`config.mk`:
```
export PLATFORM = sky130hd
export DESIGN_NAME = seg7_scan_display
export DESIGN_NICKNAME = d
export VERILOG_FILES = /design/src/rtl/seg7_scan_display.sv
export SDC_FILE = /design/constraint.sdc
export NUM_CORES = 1
export LEC_CHECK = 0
export CAP_MARGIN = 10
export CORE_ASPECT_RATIO = 0.5
export CORE_UTILIZATION = 40
export CTS_BUF_LIST = sky130_fd_sc_hd__clkbuf_2
export DETAILED_ROUTE_END_ITERATION = 16
export GPL_ROUTABILITY_DRIVEN = 0
export PLACE_DENSITY = 0.67
export SYNTH_ARGS = -nofsm -noshare
export SYNTH_HDL_FRONTEND = slang
export SYNTH_SLANG_ARGS = --single-unit
```
`constraint.sdc`:
```
create_clock -name clk -period 3.75 [get_ports clk]
set_input_delay 0.75 -clock clk [delete_from_list [all_inputs] [get_ports clk]]
set_output_delay 0.75 -clock clk [all_outputs]
set_load 0.02 [all_outputs]
```
`src/rtl/seg7_scan_display.sv`:
```
// Eight-digit multiplexed common-anode seven-segment driver. A per-frame snapshot of the
// selected CPU value is scanned out one digit per SCAN_DIV clocks, and halt is latched onto digit 0's dp.
module seg7_scan_display #(
  parameter int SCAN_DIV = 100000,
  parameter bit LZ_BLANK = 1'b1
) (
  input  logic        clk,
  input  logic        clr,
  input  logic [31:0] display,
  input  logic [31:0] cycle_count,
  input  logic        halt,
  input  logic        sel,
  output logic [7:0]  an,
  output logic [6:0]  seg,
  output logic        dp,
  output logic        frame_done
);

  localparam int CNT_W = (SCAN_DIV > 1) ? $clog2(SCAN_DIV) : 1;
  localparam logic [CNT_W-1:0] CNT_MAX = CNT_W'(SCAN_DIV - 1);

  logic [CNT_W-1:0] cnt_reg;
  logic [2:0]       idx_reg;
  logic [31:0]      shadow_reg;
  logic             halt_seen_reg;
  logic             tick;
  logic [7:0][3:0]  nib_arr;
  logic [7:0]       lead_zero;

  assign tick = (cnt_reg == CNT_MAX);

  // lead_zero[i] is set when every nibble from digit i upward is zero
  genvar gi;
  generate
    for (gi = 0; gi < 8; gi++) begin : g_digit
      assign nib_arr[gi] = shadow_reg[4*gi +: 4];
      if (gi == 0) begin : g_first
        assign lead_zero[gi] = 1'b0;
      end else begin : g_upper
        assign lead_zero[gi] = (shadow_reg[31:4*gi] == '0);
      end
    end
  endgenerate

  function automatic logic [6:0] hex7(input logic [3:0] n);
    logic [6:0] s;
    case (n)
      4'h0: s = 7'h40;  4'h1: s = 7'h79;  4'h2: s = 7'h24;  4'h3: s = 7'h30;
      4'h4: s = 7'h19;  4'h5: s = 7'h12;  4'h6: s = 7'h02;  4'h7: s = 7'h78;
      4'h8: s = 7'h00;  4'h9: s = 7'h10;  4'hA: s = 7'h08;  4'hB: s = 7'h03;
      4'hC: s = 7'h46;  4'hD: s = 7'h21;  4'hE: s = 7'h06;  default: s = 7'h0E;
    endcase
    return s;
  endfunction

  always_ff @(posedge clk) begin
    if (clr) begin
      cnt_reg       <= '0;
      idx_reg       <= '0;
      shadow_reg    <= '0;
      halt_seen_reg <= 1'b0;
      an            <= 8'hFF;
      seg           <= 7'h7F;
      dp            <= 1'b1;
      frame_done    <= 1'b0;
    end else begin
      if (tick) begin
        cnt_reg <= '0;
        idx_reg <= idx_reg + 3'd1;
      end else begin
        cnt_reg <= cnt_reg + 1'b1;
      end

      // Snapshot only at the frame boundary so a frame never mixes two values
      frame_done <= tick && (idx_reg == 3'd7);
      if (tick && (idx_reg == 3'd7))
        shadow_reg <= sel ? cycle_count : display;

      if (halt)
        halt_seen_reg <= 1'b1;

      an  <= ~(8'b1 << idx_reg);
      seg <= (LZ_BLANK && lead_zero[idx_reg]) ? 7'h7F : hex7(nib_arr[idx_reg]);
      dp  <= ~((idx_reg == 3'd0) && halt_seen_reg);
    end
  end

endmodule
```
==> Flow_metrics.wiki, run 1 <==
{| class="wikitable"
! Metric !! Value
|-
| Simple logic cell fraction of the synthesized area || 15.33%
|-
| Post-route antenna net violation count || 0
|-
| Count of standard-cell rows || 23
|-
| Startpoint of the tightest hold check path || halt_seen_reg$_SDFFE_PP0P_
|-
| Vias per std cell || 5.159
|-
| Die boundary height || 68.17 microns
|-
| Average footprint of a synthesized cell || roughly 10 sq um
|-
| Setup repair after global routing missed its margin || no
|-
| Number of global-route vias before repair || 2,630
|-
| Antenna violations before repair || 0
|-
| Combined area of the multi-input logic cells || 0.001929 sq mm
|-
| Final Worst Setup Slack || 1.118 ns
|-
| Total routed wirelength || 7826 microns
|-
| Final Setup Violations || 0
|-
| Multiplexer share of the synthesized area || 16.93%
|-
| Gate Count Post-Synth || about 350
|-
| Library cell used as clock root buffer || clkbuf_2
|-
| Final Cycle Share || a little over two thirds
|-
| Most used flip-flop cell after synthesis || dfxtp_1
|-
| Combinational fraction of design power || 11.0%
|-
| MaxCap Viol Count || 0
|-
| TritonCTS Buffers || 9
|-
| Async SR Flop Fraction || 0%
|-
| Outcome || completed
|-
| Xor/xnor share of the synthesized area || approximately 4%
|-
| FF-to-FF End || nib_arr[29]$_SDFFE_PP0P_
|-
| Wire length of the first global-routing pass || 12,420 microns
|-
| Final setup skew || a little under 0.03 ns
|-
| Sequential share of power || 57.4%
|-
| Cell internal power dissipation || 996.4 uW
|-
| Clock power frac || between 30% and 40%
|-
| Net Switching || ~320 uW
|-
| CP Class || reg2reg
|-
| Reg area || 0.001401 sq mm
|-
| Switching part of the total power || around 24%
|-
| Final slew viol count || 0
|-
| Estimated wirelength of the detail-placed design || just under 6000 microns
|-
| Post-route core utilization || 54.32%
|-
| Die outline width || between 100 and 150 microns
|-
| Top-level port count || 85
|-
| Remaining Overflow, GRT || 0
|-
| Detailed-router iteration count before antenna repair || 4
|-
| Post-CTS resize count || 0
|-
| Post-CTS Setup Inserts || 0
|-
| Count of nets after finishing || 504
|-
| Total count of hold-check failures in the final report || 0
|-
| TritonCTS Sinks || 70
|-
| Post-Synth Adder-Cell Area || approximately 4.6%
|-
| Hold WS || 0.4171 ns
|-
| Worst Hold Class || reg2reg
|-
| Clock tree from TritonCTS || done
|-
| Initial core utilization || 42.55%
|-
| All-layer global routing usage || roughly 18%
|-
| Dominant combinational cell family by area after synthesis || multiplexers
|-
| Minimum period implied by the final worst setup slack || 2.632 ns
|-
| Element type at the critical path end || register
|-
| Remaining DRCs || 0
|-
| Maximum clock frequency || 379.9 MHz
|-
| Largest net degree at the start of global routing || 65
|-
| Leakage component of the power || 0.001666 uW
|-
| Worst-case register-to-register setup slack || 1.12 ns
|-
| Worst Path Arrival || between 3 and 4 ns
|-
| Min-Delay Path Depth || 1
|-
| Setup tns final || 0 ns
|-
| Syn Nets || 428
|-
| # hold bufs at CTS || 0
|-
| Area fraction in compound gates after synthesis || 14.15%
|-
| Synth-to-layout area growth || 27.65%
|-
| Detailed-route via count || 2,786
|-
| Largest register FFs || 32
|-
| Number of distinct library cells after synthesis || 36
|-
| Tightest Pin Transition || about 0.93 ns
|-
| H-tree depth || 3
|-
| Largest buffer count on any clock path || 2
|-
| End of the worst hold path || dp$_SDFF_PP1_
|-
| Worst R2R Start || cnt_reg[6]$_SDFF_PP0_
|-
| Post-synth EDFFs || 0
|-
| Area of the core || 0.008230 sq mm
|-
| Input/output buffers || 84
|-
| Pwr per Cell Area || 294.9 mW/mm^2
|-
| Worst ir drop on vdd || 231.1 uV
|-
| Violation count after the first detailed-routing iteration || 96
|-
| DP Worst Slack || 1.195 ns
|-
| Fraction of layout cells with a size suffix above 1 || between 10% and 20%
|-
| Clock-pin transition on the worst setup and hold timing paths || 0.19 ns
|-
| Relative slew margins || 37.97%
|-
| Post-synthesis register bit count || 70
|-
| Count of yosys warnings during synthesis || 0
|-
| Sequential element share of the synthesized area || 40.01%
|-
| Routed length per placed instance || 14.49 microns
|-
| Filler Cells Inserted || 764
|-
| Required @ worst endpoint || approximately 4.2 ns
|-
| Total die area || just over 0.009 sq mm
|-
| Cell count of the worst reg-to-reg path || 6
|-
| Cell area after technology mapping || 0.003502 sq mm
|-
| Antenna diode count || 0
|-
| Startpoint class of the critical path || register
|-
| Crit Path Max Fanout || 64
|-
| Clock latency on the worst-skew pair || roughly 0.5 ns
|}
-- cell families after synthesis --
family,count (synthesis)
fa+ha+maj,13
buf+inv,31
xor+xnor,16
compound gates,50
simple gates,118
mux,49
flops,70
-- cells in the final DEF, fill, tap and decap left out, types with 2 or more instances in the layout --
cell type	netlist	layout
nand3_1	7	7
a211oi_1	5	5
mux2_2	2	2
clkinv_1	1	2
xor2_1	9	9
a21oi_1	4	4
dfxtp_1	70	70
clkdlybuf4s50_1	0	82
nor3_1	2	2
nand4_1	3	3
inv_1	8	8
a211oi_2	28	28
ha_1	13	13
nand2b_1	5	5
nand2_1	19	19
o221ai_1	3	3
and3_1	3	3
nor2_1	61	61
nor4_1	9	9
o211ai_1	3	3
xnor2_1	7	7
mux4_2	8	8
clkinvlp_4	0	2
clkbuf_2	0	10
buf_2	3	2
mux2i_1	39	39
or2_2	2	2
o21ai_0	6	6
buf_4	6	3
-- routing by layer --
metal,share of wire [%],up-vias,track usage (%)
met1,44,1324,21.45
met4,0.95,0,5.899
met3,6.1,10,5.037
li1,-,1386,-
met2,49,66,31.02
met5,0,-,0
-- power by group through the flow --
stage,Combinational [uW],Sequential (uW),Clock [uW]
after detailed placement,147,772,0
final,146,757,416
after CTS,148,757,431
after floorplan,54.5,778,0
after global routing,157,759,465
after global placement,144,772,0
-- worst max-delay path, cell delays in order, from the launching register on --
cell and delay, ns:
dfxtp_1 0.40, or4b_1 0.52, nor4_1 0.40, and4_2 0.27
buf_4 0.59, nor2_1 0.14, a211oi_2 0.21
-- cell usage after synthesis, drive strengths merged (7+ instances only) --
| library cell | count | area share (%) |
|---|---|---|
| ha | 13 | 4.6 |
| mux2i | 39 | 11 |
| mux4 | 8 | 5.1 |
| nor4 | 9 | 1.6 |
| xor2 | 9 | 2.3 |
| nand3 | 7 | 1.0 |
| xnor2 | 7 | 1.8 |
| nand2 | 19 | 2.0 |
| dfxtp | 70 | 40 |
| buf | 13 | 3.0 |
| clkbuf | 9 | 0.96 |
| a211oi | 33 | 11 |
| inv | 8 | 0.86 |
| nor2 | 61 | 6.5 |
-- metrics by stage --
step	cell area (sq um)	cells	total power [uW]
finish	4471	540	1318
global route	4471	540	1381
CTS	4471	540	1336
detailed placement	4358	524	919.7
global placement	4358	524	916.3
floorplan	3502	347	832.5
-- cell type report --
class                           count  area share [%]
Timing Repair Buffer               87           19.09
Clock buffer                       10           1.120
Multi-Input combinational cell    246           43.16
Inverter                            9          0.7557
Sequential cell                    70           31.35
Clock inverter                      6           1.399
Tap cell                          112           3.135
-- worst max-delay path by stage --
| stage | startpoint | endpoint | slack [ns] | depth (start not counted) |
|---|---|---|---|---|
| 4_1_cts | cnt_reg[6]$_SDFF_PP0_ | nib_arr[29]$_SDFFE_PP0P_ | 1.13 | 6 |
| 3_5_place_dp | idx_reg[1]$_SDFFE_PP0P_ | seg[3]$_SDFF_PP1_ | 1.19 | 8 |
| 3_3_place_gp | idx_reg[0]$_SDFFE_PP0P_ | seg[3]$_SDFF_PP1_ | 1.28 | 6 |
| 5_1_grt | idx_reg[1]$_SDFFE_PP0P_ | seg[0]$_SDFF_PP1_ | 0.94 | 5 |
| 6_report | cnt_reg[6]$_SDFF_PP0_ | nib_arr[29]$_SDFFE_PP0P_ | 1.12 | 6 |
| 2_1_floorplan | idx_reg[1]$_SDFFE_PP0P_ | seg[3]$_SDFF_PP1_ | 1.49 | 9 |
Note: power is estimated with default switching activity, not from simulation.
==> run 2, diff against run 1 <==
- clock period: 3.75 -> 2.5 ns (I/O delays scaled with it)
==> run 2 against run 1 <==
  * Clock power is 46% higher
  * Non-clock buffer count up 7
  * Count of clock-buffer cells in the layout grew 1
  * Critical path type unchanged
  * Highest routed layer unchanged
==> Flow_metrics.wiki, run 2 (synthesized netlist as in run 1, its figures left out) <==
{| class="wikitable"
! Metric !! Value
|-
| Violation count after the first detailed-routing iteration || about 110
|-
| Required @ worst endpoint || between 2 and 3 ns
|-
| Setup tns final || 0 ns
|-
| Clock latency on the worst-skew pair || 0.51 ns
|-
| Remaining DRCs || 0
|-
| Largest register FFs || 32
|-
| Reg area || 0.001403 sq mm
|-
| Cell count of the worst reg-to-reg path || 6
|-
| Element type at the critical path end || register
|-
| Antenna violations before repair || 0
|-
| Remaining Overflow, GRT || 0
|-
| Worst ir drop on vdd || 204.9 uV
|-
| Crit Path Max Fanout || 64
|-
| Startpoint class of the critical path || register
|-
| # hold bufs at CTS || 0
|-
| CP Class || reg2reg
|-
| Initial core utilization || 42.55%
|-
| All-layer global routing usage || a little under a fifth
|-
| Most common cell after layout, fill and taps aside || clkdlybuf4s50_1
|-
| Input/output buffers || 84
|-
| Slowest cell on crit path || or4b_1
|-
| Number of global-route vias before repair || 2,757
|-
| Detailed-route via count || 2,795
|-
| Power consumption || 1964 uW
|-
| Die outline width || between 100 and 150 microns
|-
| Number of buffer and inverter stages on the critical path || 1
|-
| Tightest Pin Transition || approximately 0.68 ns
|-
| Minimum period implied by the final worst setup slack || ~2.3 ns
|-
| Total die area || 0.009156 sq mm
|-
| Count of nets after finishing || 511
|-
| Die boundary height || 68.17 microns
|-
| Cell chain of the critical path || or4b_1 -> nor4_1 -> and4_2 -> buf_12 -> nor2_1 -> a211oi_2
|-
| MaxCap Viol Count || 0
|-
| Largest net degree at the start of global routing || 65
|-
| Final standard cell count with taps included and fillers excluded || 548
|-
| Filler Cells Inserted || 734
|-
| Estimated wirelength of the detail-placed design || roughly 6000 microns
|-
| Post-route antenna net violation count || 0
|-
| TritonCTS Sinks || 70
|-
| Setup repair after global routing missed its margin || no
|-
| Leakage component of the power || 0.001705 uW
|-
| Number of cells after detailed placement || 531
|-
| Total routed wirelength || 7833 microns
|-
| Area of the core || 0.008230 sq mm
|-
| Worst Hold Class || in2reg
|-
| Post-route core utilization || a little under three fifths
|-
| H-tree depth || 3
|-
| Cell family with the largest share of critical-path delay || simple AND/OR/NAND/NOR gates
|-
| Outcome || completed
|-
| Vias per std cell || slightly above 5
|-
| Detailed-router iteration count before antenna repair || 4
|-
| Top-level port count || between 80 and 90
|-
| Library cell used as clock root buffer || clkbuf_2
|-
| Final slew viol count || 0
|-
| Largest buffer count on any clock path || 2
|-
| Final setup skew || 0.01560 ns
|-
| Min-Delay Path Depth || 2
|-
| TritonCTS Buffers || 9
|-
| Final Cycle Share || 92.07%
|-
| Fraction of layout cells with a size suffix above 1 || 15.63%
|-
| Final Setup Violations || 0
|-
| Worst Path Arrival || 2.74 ns
|-
| Crit-path max cell delay || 0.51 ns
|-
| Combined area of the multi-input logic cells || between 0.0015 and 0.002 sq mm
|-
| Total count of hold-check failures in the final report || 0
|-
| Count of standard-cell rows || 23
|-
| Relative slew margins || ~54%
|-
| Count of cell instances traversed by the critical path || 6
|-
| Wire length of the first global-routing pass || around 13,000 microns
|-
| Maximum clock frequency || 434.5 MHz
|-
| Routed length per placed instance || 14.29 microns
|-
| Synth-to-layout area growth || 29.40%
|-
| Clock-pin transition on the worst setup and hold timing paths || 0.17 ns
|-
| Most frequent cells in the layout || 82 x clkdlybuf4s50_1, 69 x dfxtp_1, 61 x nor2_1
|-
| Clock tree from TritonCTS || done
|-
| Pwr per Cell Area || 433.3 mW/mm^2
|}
==> run 2: changes by cell type in the layout (fill, tap and decap cells not counted) <==
| cell | delta |
|---|---|
| clkinv_4 | -1 |
| clkinv_1 | +1 |
| dfxtp_1 | -1 |
| clkbuf_2 | +1 |
| buf_4 | +6 |
| buf_12 | +1 |
| dfxtp_2 | +1 |
| clkinvlp_4 | -1 |
| diode_2 | +1 |
==> run 2: cell type report <==
| cell class | instances | share of cell area, % |
|---|---|---|
| sequential | 70 | 30.95 |
| timing repair buffer | 94 | 20.27 |
| inverter | 9 | 0.7454 |
| multi-input combinational | 246 | 42.57 |
| antenna | 1 | 0.05522 |
| tap | 112 | 3.092 |
| clock inverter | 5 | 1.104 |
| clock buffer | 11 | 1.215 |
==> run 2: power by group <==
group	total, uW	internal, uW	switching [uW]
Sequential	1140	1130	6.25
Clock	608	231	377
Combinational	220	136	83.9
Total	1960	1500	467
==> run 2: repair_timing <==
item	4_1_cts	5_1_grt
endpoints found under the setup margin	0	1
buffers inserted	0	0
gates resized for setup	0	1
==> run 2: worst paths after layout <==
kind                                                 start                 endpoint  slack [ns]
worst max-delay path                 cnt_reg[6]$_SDFF_PP0_  nib_arr[2]$_SDFFE_PP0P_        0.20
worst min-delay path                                   clr    cnt_reg[2]$_SDFF_PP0_        0.24
worst max register to register       cnt_reg[6]$_SDFF_PP0_  nib_arr[2]$_SDFFE_PP0P_        0.20
worst min register to register  halt_seen_reg$_SDFFE_PP0P_            dp$_SDFF_PP1_        0.42
==> run 2: worst reg2reg max path: stages, from the launching register on <==
cell and delay [ns]:
dfxtp_1 0.38, or4b_1 0.51, nor4_1 0.41, and4_2 0.31, buf_12 0.29, nor2_1 0.13, a211oi_2 0.19
==> run 2: metal layers <==
metal  GRT usage (%)  part of all wire [%]  vias up
li1                -                     -     1404
met1           21.04                    45     1314
met2           32.64                    48       66
met3           7.333                   6.1       11
met4           5.899                   1.3        0
met5               0                     0        -
==> run 2: through the flow <==
| step | instance area [sq um] | setup WS, ns | hold WS, ns |
|---|---|---|---|
| final | 4532 | 0.1983 | 0.2364 |
| after global placement | 4423 | 0.2817 | 0.3840 |
| after detailed placement | 4423 | 0.1367 | 0.3878 |
| after CTS | 4528 | 0.09468 | 0.1818 |
| after global routing | 4529 | 0.05566 | 0.1757 |
| after floorplan | 3502 | 0.2445 | 0.3683 |
